$ cat config.mk
export PLATFORM = sky130hd
export DESIGN_NAME = sram_mem_controller
export DESIGN_NICKNAME = d
export VERILOG_FILES = /design/src/rtl/sram_mem_controller.sv
export SDC_FILE = /design/constraint.sdc
export NUM_CORES = 1
export LEC_CHECK = 0
export BUFFER_PORTS_ARGS = -buffer_cell sky130_fd_sc_hd__buf_4
export CORE_MARGIN = 5
export CORE_UTILIZATION = 44
export DETAILED_ROUTE_END_ITERATION = 12
export PLACE_DENSITY = 0.76
export SYNTH_ARGS = -nofsm -noshare
export SYNTH_HDL_FRONTEND = slang
export SYNTH_SLANG_ARGS = --single-unit
$ cat constraint.sdc
create_clock -name clk -period 1.82 [get_ports clk]
set_input_delay 0 -clock clk [delete_from_list [all_inputs] [get_ports clk]]
set_output_delay 0 -clock clk [all_outputs]
set_load 0.02 [all_outputs]
$ cat src/rtl/sram_mem_controller.sv
// Sequences 32-bit MEM-stage loads/stores onto a 16-bit asynchronous SRAM as two
// timed half accesses (low half, then high half), freezing the pipeline via ready.
module sram_mem_controller #(
  parameter int ADDR_W      = 18,
  parameter int WAIT_CYCLES = 2,
  parameter int BASE_ADDR   = 1024
) (
  input  logic              clk,
  input  logic              rst_n,
  input  logic              mem_read,
  input  logic              mem_write,
  input  logic [31:0]       address,
  input  logic [31:0]       wdata,
  output logic [31:0]       rdata,
  output logic              ready,
  output logic [ADDR_W-1:0] sram_addr,
  output logic [15:0]       sram_dq_out,
  output logic              sram_dq_oe,
  input  logic [15:0]       sram_dq_in,
  output logic              sram_we_n,
  output logic              sram_oe_n
);

  // state | meaning
  // IDLE  | waiting for a request; ready = ~req
  // LO    | low half access, held WAIT_CYCLES cycles
  // HI    | high half access, held WAIT_CYCLES cycles
  // DONE  | one-cycle ready pulse, then back to IDLE
  typedef enum logic [1:0] {S_IDLE, S_LO, S_HI, S_DONE} state_t;

  localparam logic [3:0] LP_LAST = 4'(WAIT_CYCLES - 1);

  state_t            r_state, w_next;
  logic [3:0]        r_cnt;
  logic [ADDR_W-1:0] r_addr_lo, r_addr_hi;
  logic [31:0]       r_wdata, r_rdata;
  logic              r_op_wr;
  logic              w_req, w_last;
  logic [31:0]       w_off;
  logic [ADDR_W-1:0] w_lo_addr;

  assign w_req     = mem_read | mem_write;
  assign w_off     = address - 32'(BASE_ADDR);
  // halfword address of the low half; upper word bits wrap silently
  assign w_lo_addr = ADDR_W'((w_off >> 2) << 1);
  assign w_last    = (r_cnt == LP_LAST);
  assign rdata     = r_rdata;

  always_ff @(posedge clk or negedge rst_n) begin
    if (!rst_n) r_state <= S_IDLE;
    else        r_state <= w_next;
  end

  always_comb begin
    w_next = r_state;
    case (r_state)
      S_IDLE: if (w_req)  w_next = S_LO;
      S_LO:   if (w_last) w_next = S_HI;
      S_HI:   if (w_last) w_next = S_DONE;
      S_DONE: w_next = S_IDLE;
      default: w_next = S_IDLE;
    endcase
  end

  always_ff @(posedge clk or negedge rst_n) begin
    if (!rst_n) begin
      r_cnt     <= '0;
      r_addr_lo <= '0;
      r_addr_hi <= '0;
      r_wdata   <= '0;
      r_rdata   <= '0;
      r_op_wr   <= 1'b0;
    end else begin
      case (r_state)
        S_IDLE: begin
          if (w_req) begin
            r_addr_lo <= w_lo_addr;
            r_addr_hi <= w_lo_addr | ADDR_W'(1);
            r_wdata   <= wdata;
            r_op_wr   <= mem_write;
            r_cnt     <= '0;
          end
        end
        S_LO: begin
          if (w_last) begin
            r_cnt <= '0;
            if (!r_op_wr) r_rdata[15:0] <= sram_dq_in;
          end else begin
            r_cnt <= r_cnt + 4'd1;
          end
        end
        S_HI: begin
          if (w_last) begin
            r_cnt <= '0;
            if (!r_op_wr) r_rdata[31:16] <= sram_dq_in;
          end else begin
            r_cnt <= r_cnt + 4'd1;
          end
        end
        default: ;
      endcase
    end
  end

  always_comb begin
    ready       = 1'b0;
    sram_we_n   = 1'b1;
    sram_oe_n   = 1'b1;
    sram_dq_oe  = 1'b0;
    sram_addr   = r_addr_lo;
    sram_dq_out = r_wdata[15:0];
    case (r_state)
      S_IDLE: ready = ~w_req;
      S_LO: begin
        sram_we_n  = ~r_op_wr;
        sram_oe_n  = r_op_wr;
        sram_dq_oe = r_op_wr;
      end
      S_HI: begin
        sram_we_n   = ~r_op_wr;
        sram_oe_n   = r_op_wr;
        sram_dq_oe  = r_op_wr;
        sram_addr   = r_addr_hi;
        sram_dq_out = r_wdata[31:16];
      end
      S_DONE: ready = 1'b1;
      default: ;
    endcase
  end

endmodule

# Word level (Yosys, flattened, before mapping)
# Index checks and enable logic that the tools add are counted.
# totals
register_bits,106
inputBits,84
out_inout_bits,70
elab_cells,41
# op_classes
add_sub_neg,2
n_eq_ne,7
muxes,13
bitwise,3
n_reduce_logical,8
# op_table
op,count
$sub 19x11->19 const B,1
$mux 18,1
$mux 16,1
$reduce_and 3->1,3
$mux 4,2
$pmux 2 s4,1
$pmux 4 s2,1
$mux 2,3
$ne 2x2->1 const B,3
$add 4x1->4 const B,1
$eq 2x2->1 const B,2
$eq 4x1->1 const B,1
$reduce_and 2->1,2
$mux 1,3
$eq 2x1->1 const B,1
$logic_not 2->1,1
$not 1->1,2
$pmux 1 s2,1
$reduce_bool 2->1,1
$reduce_or 2->1,1
$or 1x1->1,1

# Logic depth before layout (Yosys ltp)
# logic_depth
word_depth,4
ltp_mapped,6
depth_no_buf,5

# Worst setup path after synthesis
# OpenSTA, ideal clock, no wires.
# synth_path
path_kind,register to register
startpoint,register r_state[0]
endpoint,register r_state[1]
setup_ns,0.125
arrival_time_ns,1.594
t_required_ns,1.695
slack_ns,0.102
path_stages_with_launch,6
n_path_buf,0
period_less_slack_ns,1.718
path_cell_list,dfrtp_1 inv_1 ha_1 nor3b_1 a21o_1 mux2_2
# synth_between
elab_chain_cells,3
word_cells_on_any_way,9
classes_between,eq/ne: 6; mux: 1; reduce/logical: 2
# synth_rtl
item,line_no,source
from (decl),33,"state_t r_state, w_next;"
from (signal assigned),51,else r_state <= w_next;
"$eq 2x1->1, or another cell as far along",56,case (r_state)
$ne 2x2->1 (no source line),--,
$reduce_and 3->1 (no source line),--,
# Parallel ways exist; a longest one is shown, timed or not.
# A chain may end at the register's enable or synchronous reset.

# Final worst setup path
# layout_path
startpoint,register r_cnt[1]
endpoint,register r_state[0]
# layout_between
elab_chain_cells,3
word_cells_on_any_way,4
classes_between,eq/ne: 3; reduce/logical: 1
# layout_rtl
item,line_no,source
from (decl),34,logic [3:0] r_cnt;
from (signal assigned),89,r_cnt <= r_cnt + 4'd1;
from (signal assigned),97,r_cnt <= r_cnt + 4'd1;
$eq 4x1->1 (*),46,assign w_last = (r_cnt == LP_LAST);
$ne 2x2->1 (no source line),--,
$reduce_and 3->1 (no source line) (*),--,
# Mark *: on every way between the ends. The rest lies on a longest branch, timed or not.

==> results.toml <==
[finish]
fin_cells = 681
area_growth_pct = 52.8
regArea_um2 = 2230
nFillCells = 663
finalNetCount = 658
multiInputGateArea_um2 = 1570
final_cell_area_um2 = 5980
drive_gt1_share_pct = 35.6

[floorplanning]
die_y_um = 104
rows = 34
initial_utilization_pct = 45.1
core_um2 = 8680
die_x_um = 104
pin_count = 154
dieArea_um2 = 10900

[critical_path]
r2r_cells = 5
cp_max_fo = 4
r2r_slack_ps = 40
setup.worst_path.end_class = "flip-flop"
crit_required_ps = 2030
cp-start-kind = "flip-flop"
worstSetupPathType = "reg -> reg"
crit_arrival_ps = 1990

[sta]
rsz0062_at_grt = "true"
max_freq_mhz = 563
drv_slew = 0
slew_headroom_pct = 70.8
holdWs_ps = 77.4
finalSetupViolCount = 0
fin_setup_tns_ps = 0
tightest_slew_ps = 426
skew_ps = 11.0
layout_min_cycle_time_ps = 1780
period_share_pct = 97.6
hold_viol = 0

[placement]
placed_cell_area_um2 = 5080
dp_hpwl_um = 6570
dp.cells = 595
portBuffers = 138
globalplace.congestion = 0.792

[synthesis]
synth_warnings = 0
ys_seq_elements = 89
synthTopCellsByArea = "dfrtp_1, nand2_1, mux2_2"
muxShareOfSynthArea_pct = 14.1
yosysMostFrequentCell = "nand2_1"
synth_xor_xnor_area_share_pct = 0.447
syn_inst = 372
ys_async_sr_fraction_pct = 100
synthAdderAreaFrac_pct = 2.56
synth_edf_count = 0
seq_area_frac_synth_pct = 56.9
synthSimpleGateAreaFrac_pct = 17.9
yosysTopAreaCell = "dfrtp_1"
ys_top_cells_by_count = "nand2_1, dfrtp_1, mux2_2, clkbuf_1, mux2_1"
post_synth_num_cell_types = 37
ys.flop_type = "dfrtp_1"
avgSynthCellArea_um2 = 10.5
synth_top_area_share_pct = 56.9
synth-compound-area-share_pct = 4.25
syn_nets = 464
synth_area_um2 = 3920
synth_top_family_by_area = "simple AND/OR/NAND/NOR gates"

[global_route]
antenna_found_initial = 0
grt_first_pass_wirelength_um = 17600
grt_usage_pct = 19.3
grt_pass1_vias = 3644
grt_max_degree = 45
gr-total-overflow = 0

[clocking]
cts_setup_buffers = 0
path_clk_slew_ps = 90
h-tree-depth = 3
clkLatencyLatePin_ps = 340
ctsLongestPathBuffers = 2
clockRootBuffer = "clkbuf_8"
cts_buffers = 9
clkSinkCount = 89
cts_tree = "done"

[power]
power_switching_mw = 4.12
internal-power_mw = 6.11
clkPwrFrac_pct = 13.1
power_density_nw_per_um2 = 1710
total_leakage_power_nw = 2.93
ir_drop_mv = 1.13
p_sw_share_pct = 40.3
p_comb_share_pct = 52.6
pwr-share-seq_pct = 34.2

[hold_path]
whs_path_depth = 4
hp-class = "in -> reg"

[drt]
ant_nets = 0
vias_per_cell = 4.93
routed_wl_um = 10300
drc = 0
first_pass_iters = 4
drt_iter0_drc = 73
via_count = 3357
routedWlPerCell_um = 15.1

[run]
drv_cap = 0

[outcome]
status = "finished, final reports clean"
## worst max-delay path, stage by stage, from the launching register on
cell,delay (ps)
dfrtp_1,420
inv_1,70
ha_1,150
or3b_1,430
a2111oi_0,490
a21oi_1,100
## placed cells by master (no fill, tap or decap), types with 2 or more instances in the layout
| cell | synthesis | routed |
|---|---|---|
| xnor2_1 | 2 | 2 |
| dlygate4sd3_1 | 0 | 68 |
| or3_1 | 2 | 2 |
| nor2_1 | 8 | 8 |
| or3b_1 | 2 | 2 |
| and2_1 | 3 | 3 |
| dfrtp_1 | 89 | 88 |
| ha_1 | 8 | 6 |
| buf_4 | 2 | 143 |
| diode_2 | 0 | 2 |
| nand2b_1 | 4 | 4 |
| nand3_1 | 2 | 2 |
| inv_1 | 6 | 5 |
| a31oi_1 | 5 | 5 |
| nand2_2 | 2 | 2 |
| o31ai_1 | 3 | 3 |
| buf_12 | 0 | 3 |
| clkinvlp_4 | 0 | 3 |
| nand2_1 | 127 | 127 |
| or4_1 | 2 | 2 |
| mux2_1 | 20 | 20 |
| mux2_2 | 29 | 29 |
| o21ai_0 | 10 | 10 |
| clkbuf_1 | 28 | 2 |
| clkbuf_8 | 0 | 10 |
## timing repair
item | in CTS | in global routing
endpoints found under the setup margin | 16 | 18
hold buffers | 68 | 0
hold endpoints to repair | 170 | 0
resized for setup | 4 | 3
## stage by stage
step	util [%]	power (mW)	setup slack [ps]
2_1_floorplan	-	6.60	102
3_3_place_gp	58.5	8.59	131
3_5_place_dp	58.5	8.76	93.1
4_1_cts	68.8	10.3	20.8
5_1_grt	68.9	11.0	-94.2
6_report	69.0	10.2	43.0
## power by group through the flow
stage               clock (mW)  combinational [mW]  sequential [mW]
detailed placement           0                5.23             3.53
CTS                       1.38                5.38             3.50
floorplan                    0                2.76             3.84
global route              1.46                5.86             3.62
global placement             0                5.11             3.47
finish                    1.34                5.39             3.50
## state kept, by name, summed over array words and instances, names as in the netlist
signal and cells:
r_wdata 32, rdata 32, r_addr_hi 18, r_cnt 4, r_state 2, r_op_wr 1
## worst paths after layout
path,to,startpoint
min reg2reg,r_wdata[16],r_wdata[16]
max in group asynchronous,r_addr_hi[13],rst_n
max reg2reg,r_state[0],r_cnt[1]
max,r_state[0],r_cnt[1]
min,r_addr_hi[4],mem_read
min in group asynchronous,rdata[31],rst_n
## per-layer routing
metal  part of all wire, %  GRT usage (%)  vias to the layer above
met4                   2.3           7.49                        0
li1                      -              -                     1604
met3                   7.7           5.96                       24
met5                     0              0                        -
met2                    49           32.8                      120
met1                    41           22.9                     1609
## kinds of logic (layout without fill, tap and decap cells)
logic type      after synthesis  count (layout)
other cells                   0               2
xor+xnor                      2               2
fa+ha+maj                     8               8
simple gates                160             160
mux                          49              49
compound gates               26              26
flops                        89              89
buf+inv                      38             237
## layout make-up
cell class	count	share of cell area [%]
clock buffers	12	2.43
multi-input cells	245	26.2
repair buffers	215	30.5
clock inverters	4	0.878
flip-flops and latches	89	37.2
well taps	108	2.26
inverters	6	0.376
diodes	2	0.0836
Power figures use the tool's default switching activity.
